`config.mk`:
```
export PLATFORM = sky130hd
export DESIGN_NAME = control_pipe
export DESIGN_NICKNAME = d
export VERILOG_FILES = /design/src/rtl/control_pipe.sv
export SDC_FILE = /design/constraint.sdc
export NUM_CORES = 1
export LEC_CHECK = 0
export BUFFER_PORTS_ARGS = -buffer_cell sky130_fd_sc_hd__clkbuf_2
export CORE_MARGIN = 3
export CORE_UTILIZATION = 45
export DETAILED_ROUTE_END_ITERATION = 8
export GPL_TIMING_DRIVEN = 1
export PLACE_DENSITY = 0.68
export SYNTH_ARGS = -nofsm -noshare
export SYNTH_HDL_FRONTEND = slang
export SYNTH_SLANG_ARGS = --single-unit
```
`constraint.sdc`:
```
create_clock -name clk -period 3 [get_ports clk]
set_input_delay 0.45 -clock clk [delete_from_list [all_inputs] [get_ports clk]]
set_output_delay 0.45 -clock clk [all_outputs]
set_load 0.1 [all_outputs]
```
`src/rtl/control_pipe.sv`:
```
`default_nettype none
// ============================================================================
// Module      : control_pipe
// Description : RV32I decode stage with a one-entry registered decode->execute
//               pipeline slot, valid/ready handshake, load-use hazard bubbling,
//               flush, illegal-instruction flagging and a saturating counter.
// Revision    : 1.0 - initial release
// ============================================================================
module control_pipe #(
  parameter int XLEN  = 32,
  parameter int FC_W  = 4,
  parameter int CNT_W = 8
) (
  input  logic             clk,
  input  logic             rst_n,
  input  logic             in_valid,
  output logic             in_ready,
  input  logic [31:0]      instr,
  input  logic             flush,
  output logic             out_valid,
  input  logic             out_ready,
  output logic [FC_W-1:0]  fc,
  output logic             imm_mux,
  output logic             wreg,
  output logic             wmem,
  output logic             rmem,
  output logic             branch,
  output logic             jump,
  output logic [2:0]       mem_size,
  output logic [4:0]       rd,
  output logic [4:0]       rs1,
  output logic [4:0]       rs2,
  output logic [XLEN-1:0]  imm,
  output logic             illegal,
  output logic [CNT_W-1:0] ill_cnt
);

  // Opcodes
  localparam logic [6:0] c_opc_op     = 7'b0110011;
  localparam logic [6:0] c_opc_op_imm = 7'b0010011;
  localparam logic [6:0] c_opc_load   = 7'b0000011;
  localparam logic [6:0] c_opc_store  = 7'b0100011;
  localparam logic [6:0] c_opc_branch = 7'b1100011;
  localparam logic [6:0] c_opc_jal    = 7'b1101111;
  localparam logic [6:0] c_opc_jalr   = 7'b1100111;
  localparam logic [6:0] c_opc_lui    = 7'b0110111;
  localparam logic [6:0] c_opc_auipc  = 7'b0010111;

  // ALU function codes (4-bit core, zero-extended to FC_W)
  localparam logic [3:0] c_fc_add  = 4'd0;
  localparam logic [3:0] c_fc_sub  = 4'd1;
  localparam logic [3:0] c_fc_and  = 4'd2;
  localparam logic [3:0] c_fc_or   = 4'd3;
  localparam logic [3:0] c_fc_xor  = 4'd4;
  localparam logic [3:0] c_fc_sll  = 4'd5;
  localparam logic [3:0] c_fc_srl  = 4'd6;
  localparam logic [3:0] c_fc_sra  = 4'd7;
  localparam logic [3:0] c_fc_slt  = 4'd8;
  localparam logic [3:0] c_fc_sltu = 4'd9;

  localparam logic [6:0] c_f7_zero = 7'b0000000;
  localparam logic [6:0] c_f7_alt  = 7'b0100000;

  // Base ALU mapping from funct3 (funct7=0 flavour)
  function automatic logic [3:0] alu_fc(input logic [2:0] f3);
    logic [3:0] v;
    case (f3)
      3'b000:  v = c_fc_add;
      3'b001:  v = c_fc_sll;
      3'b010:  v = c_fc_slt;
      3'b011:  v = c_fc_sltu;
      3'b100:  v = c_fc_xor;
      3'b101:  v = c_fc_srl;
      3'b110:  v = c_fc_or;
      default: v = c_fc_and;
    endcase
    return v;
  endfunction

  logic [6:0] w_opcode;
  logic [2:0] w_funct3;
  logic [6:0] w_funct7;
  logic [4:0] w_rd_raw;
  logic [4:0] w_rs1;
  logic [4:0] w_rs2;

  assign w_opcode = instr[6:0];
  assign w_rd_raw = instr[11:7];
  assign w_funct3 = instr[14:12];
  assign w_rs1    = instr[19:15];
  assign w_rs2    = instr[24:20];
  assign w_funct7 = instr[31:25];

  logic [31:0] w_imm_i, w_imm_s, w_imm_b, w_imm_j, w_imm_u;

  assign w_imm_i = {{20{instr[31]}}, instr[31:20]};
  assign w_imm_s = {{20{instr[31]}}, instr[31:25], instr[11:7]};
  assign w_imm_b = {{19{instr[31]}}, instr[31], instr[7], instr[30:25], instr[11:8], 1'b0};
  assign w_imm_j = {{11{instr[31]}}, instr[31], instr[19:12], instr[20], instr[30:21], 1'b0};
  assign w_imm_u = {instr[31:12], 12'b0};

  logic [3:0]  w_dec_fc;
  logic        w_dec_imm_mux, w_dec_wreg, w_dec_wmem, w_dec_rmem;
  logic        w_dec_branch, w_dec_jump, w_legal;
  logic [2:0]  w_dec_mem_size;
  logic [31:0] w_dec_imm32;
  logic        w_use_rs1, w_use_rs2;

  // Raw per-opcode decode; legality is resolved afterwards
  always_comb begin
    w_dec_fc       = c_fc_add;
    w_dec_imm_mux  = 1'b0;
    w_dec_wreg     = 1'b0;
    w_dec_wmem     = 1'b0;
    w_dec_rmem     = 1'b0;
    w_dec_branch   = 1'b0;
    w_dec_jump     = 1'b0;
    w_dec_mem_size = 3'b000;
    w_dec_imm32    = 32'd0;
    w_legal        = 1'b1;
    w_use_rs1      = 1'b0;
    w_use_rs2      = 1'b0;
    case (w_opcode)
      c_opc_op: begin
        w_use_rs1  = 1'b1;
        w_use_rs2  = 1'b1;
        w_dec_wreg = 1'b1;
        if (w_funct7 == c_f7_zero)
          w_dec_fc = alu_fc(w_funct3);
        else if (w_funct7 == c_f7_alt && w_funct3 == 3'b000)
          w_dec_fc = c_fc_sub;
        else if (w_funct7 == c_f7_alt && w_funct3 == 3'b101)
          w_dec_fc = c_fc_sra;
        else
          w_legal = 1'b0;
      end
      c_opc_op_imm: begin
        w_use_rs1     = 1'b1;
        w_dec_wreg    = 1'b1;
        w_dec_imm_mux = 1'b1;
        w_dec_imm32   = w_imm_i;
        w_dec_fc      = alu_fc(w_funct3);
        // Only the shift forms carry a funct7 field in the immediate
        if (w_funct3 == 3'b001 && w_funct7 != c_f7_zero)
          w_legal = 1'b0;
        if (w_funct3 == 3'b101) begin
          if (w_funct7 == c_f7_alt)
            w_dec_fc = c_fc_sra;
          else if (w_funct7 != c_f7_zero)
            w_legal = 1'b0;
        end
      end
      c_opc_load: begin
        w_use_rs1      = 1'b1;
        w_dec_rmem     = 1'b1;
        w_dec_wreg     = 1'b1;
        w_dec_imm_mux  = 1'b1;
        w_dec_mem_size = w_funct3;
        w_dec_imm32    = w_imm_i;
        if (w_funct3 == 3'b011 || w_funct3 == 3'b110 || w_funct3 == 3'b111)
          w_legal = 1'b0;
      end
      c_opc_store: begin
        w_use_rs1      = 1'b1;
        w_use_rs2      = 1'b1;
        w_dec_wmem     = 1'b1;
        w_dec_imm_mux  = 1'b1;
        w_dec_mem_size = w_funct3;
        w_dec_imm32    = w_imm_s;
        if (w_funct3 > 3'b010)
          w_legal = 1'b0;
      end
      c_opc_branch: begin
        w_use_rs1    = 1'b1;
        w_use_rs2    = 1'b1;
        w_dec_branch = 1'b1;
        w_dec_imm32  = w_imm_b;
        case (w_funct3[2:1])
          2'b00:   w_dec_fc = c_fc_sub;
          2'b10:   w_dec_fc = c_fc_slt;
          2'b11:   w_dec_fc = c_fc_sltu;
          default: w_legal  = 1'b0;
        endcase
      end
      c_opc_jal: begin
        w_dec_wreg    = 1'b1;
        w_dec_jump    = 1'b1;
        w_dec_imm_mux = 1'b1;
        w_dec_imm32   = w_imm_j;
      end
      c_opc_jalr: begin
        w_use_rs1     = 1'b1;
        w_dec_wreg    = 1'b1;
        w_dec_jump    = 1'b1;
        w_dec_imm_mux = 1'b1;
        w_dec_imm32   = w_imm_i;
        if (w_funct3 != 3'b000)
          w_legal = 1'b0;
      end
      c_opc_lui, c_opc_auipc: begin
        w_dec_wreg    = 1'b1;
        w_dec_imm_mux = 1'b1;
        w_dec_imm32   = w_imm_u;
      end
      default: w_legal = 1'b0;
    endcase
  end

  // Final bundle: an illegal instruction carries no side-effecting enables
  logic [FC_W-1:0] w_fc;
  logic            w_imm_mux, w_wreg, w_wmem, w_rmem, w_branch, w_jump;
  logic [2:0]      w_mem_size;
  logic [4:0]      w_rd;
  logic [XLEN-1:0] w_imm;

  assign w_fc       = w_legal ? FC_W'(w_dec_fc) : '0;
  assign w_imm_mux  = w_legal & w_dec_imm_mux;
  assign w_wreg     = w_legal & w_dec_wreg;
  assign w_wmem     = w_legal & w_dec_wmem;
  assign w_rmem     = w_legal & w_dec_rmem;
  assign w_branch   = w_legal & w_dec_branch;
  assign w_jump     = w_legal & w_dec_jump;
  assign w_mem_size = w_legal ? w_dec_mem_size : 3'b000;
  assign w_rd       = w_wreg ? w_rd_raw : 5'd0;
  // XLEN >= 32, so at least one copy of bit 31 is prepended
  assign w_imm      = w_legal ? {{(XLEN-31){w_dec_imm32[31]}}, w_dec_imm32[30:0]} : '0;

  logic            r_out_valid;
  logic [FC_W-1:0] r_fc;
  logic            r_imm_mux, r_wreg, r_wmem, r_rmem, r_branch, r_jump, r_illegal;
  logic [2:0]      r_mem_size;
  logic [4:0]      r_rd, r_rs1, r_rs2;
  logic [XLEN-1:0] r_imm;
  logic [CNT_W-1:0] r_ill_cnt;

  logic w_haz;
  logic w_accept;

  // A held load whose destination is read by the incoming instruction stalls it
  assign w_haz = r_out_valid && r_rmem && (r_rd != 5'd0) && in_valid &&
                 ((w_use_rs1 && (w_rs1 == r_rd)) || (w_use_rs2 && (w_rs2 == r_rd)));

  assign in_ready = !flush && !w_haz && (!r_out_valid || out_ready);
  assign w_accept = in_valid && in_ready;

  // Pipeline slot: flush kills, accept loads, consume-without-refill drains
  always_ff @(posedge clk or negedge rst_n) begin
    if (!rst_n) begin
      r_out_valid <= 1'b0;
      r_fc        <= '0;
      r_imm_mux   <= 1'b0;
      r_wreg      <= 1'b0;
      r_wmem      <= 1'b0;
      r_rmem      <= 1'b0;
      r_branch    <= 1'b0;
      r_jump      <= 1'b0;
      r_illegal   <= 1'b0;
      r_mem_size  <= 3'b000;
      r_rd        <= 5'd0;
      r_rs1       <= 5'd0;
      r_rs2       <= 5'd0;
      r_imm       <= '0;
      r_ill_cnt   <= '0;
    end else if (flush) begin
      r_out_valid <= 1'b0;
    end else if (w_accept) begin
      r_out_valid <= 1'b1;
      r_fc        <= w_fc;
      r_imm_mux   <= w_imm_mux;
      r_wreg      <= w_wreg;
      r_wmem      <= w_wmem;
      r_rmem      <= w_rmem;
      r_branch    <= w_branch;
      r_jump      <= w_jump;
      r_illegal   <= !w_legal;
      r_mem_size  <= w_mem_size;
      r_rd        <= w_rd;
      r_rs1       <= w_rs1;
      r_rs2       <= w_rs2;
      r_imm       <= w_imm;
      if (!w_legal && (r_ill_cnt != {CNT_W{1'b1}}))
        r_ill_cnt <= r_ill_cnt + CNT_W'(1);
    end else if (r_out_valid && out_ready) begin
      r_out_valid <= 1'b0;
    end
  end

  assign out_valid = r_out_valid;
  assign fc        = r_fc;
  assign imm_mux   = r_imm_mux;
  assign wreg      = r_wreg;
  assign wmem      = r_wmem;
  assign rmem      = r_rmem;
  assign branch    = r_branch;
  assign jump      = r_jump;
  assign mem_size  = r_mem_size;
  assign rd        = r_rd;
  assign rs1       = r_rs1;
  assign rs2       = r_rs2;
  assign imm       = r_imm;
  assign illegal   = r_illegal;
  assign ill_cnt   = r_ill_cnt;

endmodule
`default_nettype wire
```
# Yosys cells after proc, flatten, opt, wreduce, memory -nomap -nowiden
# Index checks and enable logic that the tools add are counted.
# classes
n_addsub	1
order_cmp	1
eq_ne	22
n_mux	37
bitwise_logic	7
n_reduce_logical	41
# op_table
operator	count
case mux 32 bit (5 select lines)	1
two-way mux 32 bit	1
equality test 7 x 6 -> 1 bit, second input constant	4
case mux 4 bit (7 select lines)	1
case mux 4 bit (3 select lines)	2
two-way mux 1 bit	22
equality test 7 bit, second input constant	3
two-way mux 4 bit	4
equality test 7 x 5 -> 1 bit, second input constant	2
logical AND 1 bit	14
OR reduction 7 bit	2
equality test 3 bit, second input constant	4
two-way mux 3 bit	4
OR reduction 3 bit	4
equality test 5 bit	2
adder 8 x 1 -> 8 bit, second input constant	1
inequality test 8 bit, second input constant	1
equality test 7 x 2 -> 1 bit, second input constant	1
zero test 7 bit	1
case mux 1 bit (7 select lines)	1
nonzero test 7 bit	1
AND 1 bit	6
equality test 3 x 2 -> 1 bit, second input constant	2
nonzero test 3 bit	2
14 further kinds	23
# totals
register_bits	70
inputBits	37
out_inout_bits	71
wordCells	124

# Longest topological paths before layout
# Gate-level depths: netlist of the first run.
# depth
word_depth	12
mapped_depth	11
depth_no_buf	9

# Worst setup path after synthesis of the first run
# No wires, ideal clock.
# synth_path
path_kind	reg2out
start	register r_rd[0] (netlist: rd[0])
end	output in_ready
arrival_ps	3551
t_required_ps	2550
setup_slack_ps	-1001
stages_incl_launch_ff	6
n_path_buf	0
cell_sequence	dfrtp_1 > xor2_1 > nor3_2 > nand4_1 > a2111oi_4 > nor3_1
# synth_via
elab_chain_len	7
elab_cells_between_ends	12
classes_between	eq/ne: 2; reduce/logical: 10
# synth_lines
item	line_no	rtl
start: declaration	232	logic [4:0] r_rd, r_rs1, r_rs2;
start signal: assignment	277	r_rd <= w_rd;
equality test 5 bit or nonzero test 5 bit (tied branches)	241, 240	
logical AND 1 bit (on tied branches)	241, 240	
logical OR 1 bit or logical AND 1 bit (tied branches)	241, 240	
logical AND 1 bit *	240	assign w_haz = r_out_valid && r_rmem && (r_rd != 5'd0) && in_valid &&
zero test 1 bit *	243	assign in_ready = !flush && !w_haz && (!r_out_valid || out_ready);
logical AND 1 bit * (2 in a row)	243	
end: declaration	17	output logic in_ready,
# Every way passes the cells marked *; elsewhere a longest branch is shown, timed or not.

# Final worst setup path of the first run
# layout_path
start	register r_rd[3] (netlist: rd[3])
end	output in_ready
# The elaborated chain is that of the path after synthesis.

==> results.yml, run 1 <==
outcome:
  outcome: "complete, no violations"
timing:
  relSlewSlack_pct: 57.2
  period_share_pct: 93.5
  tns_ps: 0
  finalMaxSlewViolations: 0
  fin_skew_ps: 12.9
  period_minus_slack_ps: 2800
  rsz0062_at_grt: "false"
  tightest_slew_ps: 640
  fmax_ghz: 0.357
  finalSetupViolCount: 0
  hold_viol: 0
clock_tree:
  post-cts-setup-buffers: 0
  root_buffer: "clkbuf_8"
  clock_path_buffers: 2
  ctsResizeCount: 0
  clock_latency_ps: 350
  htree_levels: 3
  cts_sinks: 70
  cts_inserted_buffers: 9
  clkTransAtPathRegs_ps: 90
  cts-hold-fix-buffers: 0
  cts_tree: "built"
detailed_routing:
  drt-total-wl_um: 9730
  drc: 0
  via_per_inst: 5.49
  vias: 3231
  drt.antenna.violating_nets: 0
  dr.first_iter.drc_count: 238
  firstDrtPassIters: 4
  wl_per_cell_um: 16.5
die:
  start_util_pct: 46.5
  ioPinCount: 108
  die_y_um: 98.4
  die_area_sq_mm: 0.00968
  core-area_sq_mm: 0.00826
  std_cell_rows: 33
  die_w_um: 98.4
power:
  p_leak_nw: 2.38
  ir_drop_v: 0.000821
  p_per_area_mw_per_mm2: 560
logic_synthesis:
  synth-edff-count: 0
  ys_seq_elements: 70
  avgSynthCellArea_sq_um: 10.4
  postSynth.asyncResetShare_pct: 100
  synthCells: 369
  syn-num-nets: 411
  ys_warn_count: 0
  ys_types: 63
  ys_seq_area_share_pct: 45.6
  synth_top_flop_cell: "dfrtp_1"
  syn-cell-area_sq_mm: 0.00384
worst_setup_path:
  slowest_delay_ps: 510
  worstPathArrival_ps: 2350
  r2r_cells: 8
  r2r_end: "imm[8]$_DFFE_PN0P_"
  slowest_stage: "a2111oi_4"
  crit_chain: "xor2_1 -> nor3_1 -> nand4_1 -> a2111oi_4 -> nor3_4 -> clkbuf_2"
  critPathMaxFanout: 4
  worst_setup_path_end_kind: "primary output"
  r2r_slack_ps: 430
  crit_family: "simple AND/OR/NAND/NOR gates"
  crit_type: "flip-flop to primary output"
  r2r_start: "rd[3]$_DFFE_PN0P_"
  worst-path-buf-inv: 1
  required_ps: 2550
  cp-start-kind: "flip-flop"
layout:
  final_common_cell: "clkbuf_2"
  utilization_pct: 57.0
  design_area_sq_mm: 0.00471
  nets: 520
  diodes: 0
  area_growth_pct: 22.6
  nFillCells: 773
  layout_common_cells: "106 x clkbuf_2, 70 x dfrtp_1, 49 x nand2_1, 21 x a21o_1, 19 x a211oi_1"
  layout-drive-gt1-share_pct: 37.5
placed_design:
  hpwl_um: 7410
  gp_congestion: 0.902
  io_buffers: 107
  dpl_cell_area_sq_mm: 0.00451
global_route:
  overflow: 0
  grt_usage_pct: 20.4
  grt_pass1_wl_um: 16000
  grt_pass1_vias: 3141
  antenna_found_initial: 0
  grt_max_degree: 30
min_path:
  hold_path.class: "input port to async pin"
run:
  maxCapViolations: 0
==> Yosys cell counts, types with 4 or more instances <==
library cell / number / area (sq um)
ha_1: 5 / 62.6
a22oi_1: 4 / 30.0
nor3_1: 8 / 40.0
dfrtp_1: 70 / 1750
buf_4: 4 / 30.0
nor2_1: 17 / 63.8
xor2_1: 9 / 78.8
buf_6: 8 / 90.1
inv_1: 9 / 33.8
xnor2_1: 6 / 52.6
a22o_1: 9 / 78.8
nand4_1: 5 / 31.3
clkbuf_1: 6 / 22.5
o31ai_1: 6 / 45.0
mux2_2: 15 / 169
nor2b_1: 4 / 25.0
nand3_1: 14 / 70.1
buf_2: 6 / 30.0
nand2_1: 49 / 184
a21oi_1: 8 / 40.0
a211oi_1: 19 / 143
o31ai_2: 5 / 62.6
o21ai_0: 11 / 55.1
a21o_1: 21 / 158
==> through the flow <==
| stage | std cells | hold WS (ps) | setup WS (ps) | power, mW |
|---|---|---|---|---|
| after CTS | 588 | 51.5 | 180 | 2.66 |
| after floorplan | 369 | 154 | 143 | 1.71 |
| after global placement | 572 | 428 | 250 | 1.88 |
| after detailed placement | 572 | 438 | 120 | 1.89 |
| final | 588 | 43.2 | 196 | 2.64 |
| after global routing | 588 | 77.0 | 95.3 | 2.74 |
==> power breakdown <==
part / internal [mW] / switching (mW)
Sequential: 1.00 / 0.0562
Combinational: 0.162 / 0.646
Clock: 0.387 / 0.385
==> per-layer routing <==
layer	wire (um)	vias to the layer above	track usage, %
met5	0	-	0
met4	137	0	6.83
met3	532	12	4.57
met2	4430	106	30.3
met1	4620	1547	29.5
li1	-	1566	-
==> area by class of cell <==
type / instances / area, sq um / share of cell area (%)
repair buffers: 124 / 701 / 14.9
inverters: 9 / 33.8 / 0.717
flip-flops and latches: 70 / 1750 / 37.2
clock buffers: 9 / 124 / 2.63
multi-input cells: 264 / 1900 / 40.3
well taps: 105 / 131 / 2.79
clock inverters: 7 / 72.6 / 1.54
==> cells by family (layout without fill, tap and decap cells) <==
family / Yosys count / after routing / synth area share (%)
simple gates: 122 / 122 / 17.0
buf+inv: 35 / 149 / 5.57
flops: 70 / 70 / 45.6
compound gates: 103 / 103 / 21.1
xor+xnor: 16 / 16 / 3.84
mux: 18 / 18 / 5.21
fa+ha+maj: 5 / 5 / 1.63
==> how the worst max path moves through the flow <==
stage          slack [ps]                  to  cells after the start               from
2_1_floorplan         140  rs1[1]$_DFFE_PN0P_                      8  rd[2]$_DFFE_PN0P_
3_3_place_gp          250  imm[5]$_DFFE_PN0P_                      9           instr[2]
3_5_place_dp          120  imm[8]$_DFFE_PN0P_                      9           instr[2]
4_1_cts               180            in_ready                      6  rd[3]$_DFFE_PN0P_
5_1_grt               100            in_ready                      6  rd[3]$_DFFE_PN0P_
6_report              200            in_ready                      6  rd[3]$_DFFE_PN0P_
==> sequential cells by signal, summed over array words and instances (netlist names) <==
register and count:
imm_mux 1, out_valid 1, branch 1, rs2 5
ill_cnt 8, mem_size 3, rd 5, rmem 1
wmem 1, imm 32, rs1 5, fc 4
illegal 1, wreg 1, jump 1
No activity file was read; power rests on OpenSTA's default activity.
==> run 2, diff against run 1 <==
- CAP_MARGIN: default -> 20
- MAX_ROUTING_LAYER: default -> met4
- clock period: 3 -> 2.93 ns (I/O delays scaled with it)
==> run 2 against run 1 <==
Effect of this change: power decreased by 0.78%; critical path depth is the same; register-to-register slack about the same; routed wire length grew 2.0%; sequential power about the same; hold slack improved by 94 ps; core utilization increased by 0.21 points; critical endpoint unchanged; largest cell class unchanged.
==> results.yml, run 2 (synthesized netlist as in run 1, its figures left out) <==
outcome:
  outcome: "complete, no violations"
clock_tree:
  root_buffer: "clkbuf_8"
  cts_sinks: 70
  cts-hold-fix-buffers: 0
  cts_tree: "built"
  htree_levels: 3
  clock_latency_ps: 350
  clkTransAtPathRegs_ps: 80
  clock_path_buffers: 2
  cts_inserted_buffers: 9
  post-cts-setup-buffers: 0
die:
  start_util_pct: 46.5
  die_w_um: 98.4
  std_cell_rows: 33
  die_area_sq_mm: 0.00968
  core-area_sq_mm: 0.00826
  ioPinCount: 108
  die_y_um: 98.4
power:
  finalPower_mw: 2.62
  p_per_area_mw_per_mm2: 554
  p_leak_nw: 2.39
  ir_drop_v: 0.000672
detailed_routing:
  vias: 3316
  dr.first_iter.drc_count: 171
  wl_per_cell_um: 16.9
  drt-total-wl_um: 9930
  drc: 0
  firstDrtPassIters: 4
  drt.antenna.violating_nets: 0
  via_per_inst: 5.63
timing:
  whs_ps: 137
  period_minus_slack_ps: 2720
  hold_viol: 0
  fin_skew_ps: 11.2
  relSlewSlack_pct: 51.9
  tightest_slew_ps: 722
  rsz0062_at_grt: "false"
  finalSetupViolCount: 0
  period_share_pct: 92.7
  tns_ps: 0
  finalMaxSlewViolations: 0
  worst_slack_ps: 214
  fmax_ghz: 0.368
layout:
  nets: 522
  largest_register_ffs: 32
  layout_common_cells: "105 x clkbuf_2, 70 x dfrtp_1, 49 x nand2_1, 21 x a21o_1, 19 x a211oi_1"
  design_area_sq_mm: 0.00473
  utilization_pct: 57.3
  layout-drive-gt1-share_pct: 37.6
  area_growth_pct: 23.1
  final_common_cell: "clkbuf_2"
  diodes: 0
  fin_cells: 589
global_route:
  overflow: 0
  grt_usage_pct: 21.5
  antenna_found_initial: 0
  grt_max_degree: 42
  grt_pass1_vias: 3277
  grt_pass1_wl_um: 16500
placed_design:
  place_inst: 574
  hpwl_um: 7480
  io_buffers: 107
  dpl_cell_area_sq_mm: 0.00455
  place_ws_ps: 261
  gp_congestion: 0.877
worst_setup_path:
  crit_type: "flip-flop to primary output"
  worstPathArrival_ps: 2280
  r2r_start: "rd[3]$_DFFE_PN0P_"
  cp-start-kind: "flip-flop"
  crit_start: "rd[3]$_DFFE_PN0P_"
  worst_setup_path_end_kind: "primary output"
  required_ps: 2490
  critPathMaxFanout: 4
run:
  maxCapViolations: 0
min_path:
  hold_path.class: "input port to async pin"
[run 2: what timing repair did]
action	4_1_cts	5_1_grt
gates resized for setup	0	1
endpoints found under the setup margin	0	1
hold endpoints to repair	0	0
[run 2: worst paths after layout]
check | to | slack, ps | depth (start not counted)
worst min-delay path | rs2[4]$_DFFE_PN0P_ | 140 | 1
min in group clk | rd[3]$_DFFE_PN0P_ | 340 | 3
worst min register to register | imm[25]$_DFFE_PN0P_ | 480 | 1
max in group asynchronous | imm[2]$_DFFE_PN0P_ | 2120 | 2
worst max-delay path | in_ready | 210 | 6
worst max register to register | rs2[0]$_DFFE_PN0P_ | 440 | 7
[run 2: area by class of cell]
cell class,count,area (sq um)
fill,754,3530
timing repair buffer,126,741
clock buffer,10,138
inverter,9,33.8
sequential,70,1750
clock inverter,5,36.3
tap,105,131
multi-input combinational,264,1900
[run 2: worst max-delay path: stages (launching register included)]
cell and delay, ps:
dfrtp_1 450, xor2_1 170, nor3_1 250, nand4_1 180, a2111oi_4 510, nor3_4 80
buf_2 300
[run 2: layer usage]
metal | vias up | part of all wire (%) | track usage, %
li1 | 1561 | - | -
met1 | 1629 | 47 | 29.1
met2 | 116 | 46 | 32.8
met3 | 10 | 5.6 | 4.71
met4 | 0 | 1.2 | 5.57
met5 | - | 0 | -
[run 2: power breakdown]
group / internal (mW) / switching, mW / leakage (nW)
Combinational: 0.169 / 0.661 / 1.37
Clock: 0.325 / 0.377 / 0.0804
Sequential: 1.03 / 0.0576 / 0.935
==> run 3, diff against run 2 <==
- CORE_UTILIZATION: 45 -> 53
- CTS_CLUSTER_DIAMETER: default -> 150
- PLACE_DENSITY: 0.68 -> 0.79
- RECOVER_POWER: default -> 100
==> run 3 against run 2 <==
Effect of this change: the run now ends with capacitance limit, slew limit left; hold slack gained 210 ps; power grew 6.6%; fmax shrank 2.2%; die area shrank 14%; critical path type unchanged; largest power group unchanged; cell area shrank 4.0%; first-iteration DRC count grew 12%; count of clock-buffer cells in the layout grew 1; critical endpoint unchanged; sequential power is essentially flat; routed wire length shrank 1.6%; core utilization grew 8.4 points; worst setup slack lost 60 ps.
==> results.yml, run 3 (synthesized netlist as in run 1, its figures left out) <==
clock_tree:
  ctsResizeCount: 0
  htree_levels: 3
  clkTransAtPathRegs_ps: 80
  cts_inserted_buffers: 9
  cts_tree: "built"
  clock_latency_ps: 340
  clock_path_buffers: 2
  root_buffer: "clkbuf_8"
  cts_sinks: 70
  cts-hold-fix-buffers: 0
  post-cts-setup-buffers: 0
die:
  die_area_sq_mm: 0.00830
  start_util_pct: 55.6
  die_y_um: 91.1
  die_w_um: 91.1
  ioPinCount: 108
  core-area_sq_mm: 0.00691
  std_cell_rows: 30
layout:
  largest_register_ffs: 32
  nFillCells: 633
  area_growth_pct: 18.1
  nets: 517
  fin_cells: 576
  final_common_cell: "clkbuf_1"
  layout-drive-gt1-share_pct: 20.6
  layout_common_cells: "71 x clkbuf_1, 70 x dfrtp_1, 49 x nand2_1, 40 x clkbuf_2, 21 x a21o_1"
  diodes: 0
  design_area_sq_mm: 0.00454
detailed_routing:
  drc: 0
  wl_per_cell_um: 17.0
  firstDrtPassIters: 5
  drt-total-wl_um: 9760
  via_per_inst: 5.77
  dr.first_iter.drc_count: 192
  drt.antenna.violating_nets: 0
  vias: 3326
placed_design:
  io_buffers: 107
  hpwl_um: 7100
  dpl_cell_area_sq_mm: 0.00447
  place_inst: 560
  place_ws_ps: 182
  gp_congestion: 0.927
timing:
  hold_viol: 0
  fmax_ghz: 0.360
  finalMaxSlewViolations: 71
  tns_ps: 0
  relSlewSlack_pct: -14.3
  period_share_pct: 94.8
  fin_skew_ps: 9.55
  rsz0062_at_grt: "false"
  worst_slack_ps: 154
  finalSetupViolCount: 0
  tightest_slew_ps: 1720
  period_minus_slack_ps: 2780
global_route:
  grt_pass1_vias: 3273
  grt_pass1_wl_um: 16500
  grt_max_degree: 71
  grt_usage_pct: 25.1
  overflow: 0
  antenna_found_initial: 0
worst_setup_path:
  critPathMaxFanout: 4
  required_ps: 2490
  slowest_stage: "a2111oi_4"
  worstPathArrival_ps: 2340
  cp-start-kind: "flip-flop"
  crit_chain: "xor2_1 -> nor3_1 -> nand4_1 -> a2111oi_4 -> nor3_4 -> clkbuf_2"
  crit_type: "flip-flop to primary output"
  worst-path-buf-inv: 1
  worst_setup_path_end_kind: "primary output"
  slowest_delay_ps: 530
  crit_family: "compound AO/OA/AOI/OAI gates"
outcome:
  violations: "capacitance limit, slew limit"
  outcome: "complete, but fails checks"
power:
  ir_drop_v: 0.000767
  p_per_area_mw_per_mm2: 615
  p_leak_nw: 2.10
  finalPower_mw: 2.79
min_path:
  hold_path.class: "input port to flip-flop"
run:
  maxCapViolations: 1
[run 3: cell types whose count changed in the layout (fill, tap and decap cells not counted), sizes merged]
cell and delta:
buf -12, bufinv +2, clkbuf +8, clkinvlp -2
[run 3: tightest hold or removal path: stages]
cell and delay [ps]:
clkbuf_2 90, nand3_1 60, o21ai_1 60
[run 3: path summary, 6_finish.rpt]
| check | cells past startpoint | from | slack, ps | end |
|---|---|---|---|---|
| setup / recovery | 6 | rd[3]$_DFFE_PN0P_ | 150 | in_ready |
| hold / removal | 3 | instr[11] | 350 | rd[4]$_DFFE_PN0P_ |
| setup reg to reg | 7 | rd[3]$_DFFE_PN0P_ | 190 | rs2[0]$_DFFE_PN0P_ |
| hold reg to reg | 2 | branch$_DFFE_PN0P_ | 480 | branch$_DFFE_PN0P_ |
| max in group asynchronous | 1 | rst_n | 1380 | ill_cnt[0]$_DFFE_PN0P_ |
| min in group asynchronous | 1 | rst_n | 550 | imm[6]$_DFFE_PN0P_ |
[run 3: layout make-up]
class                           instances  area, sq um  share of cell area (%)
Sequential cell                        70         1750                    38.6
Inverter                                9         33.8                   0.744
Multi-Input combinational cell        264         1850                    40.7
Tap cell                               96          120                    2.65
Timing Repair Buffer                  121          554                    12.2
Clock buffer                           11          151                    3.34
Clock inverter                          5         81.3                    1.79
[run 3: power breakdown]
part           internal, mW  total, mW  switching [mW]
registers              1.03       1.09          0.0575
clock network         0.526      0.909           0.382
logic                 0.140      0.798           0.658
[run 3: through the flow]
| stage | hold slack [ps] | util [%] |
|---|---|---|
| after floorplan | 144 | - |
| after global placement | 461 | 64.7 |
| after detailed placement | 465 | 64.7 |
| after CTS | 244 | 68.1 |
| after global routing | 353 | 65.7 |
| final | 345 | 65.7 |
[run 3: per-layer routing]
layer / vias to the layer above / part of all wire (%) / global-route usage (%)
li1: 1564 / - / -
met1: 1609 / 46 / 34.9
met2: 137 / 46 / 37.6
met3: 16 / 6.3 / 4.23
met4: 0 / 1.9 / 8.29
met5: - / 0 / -
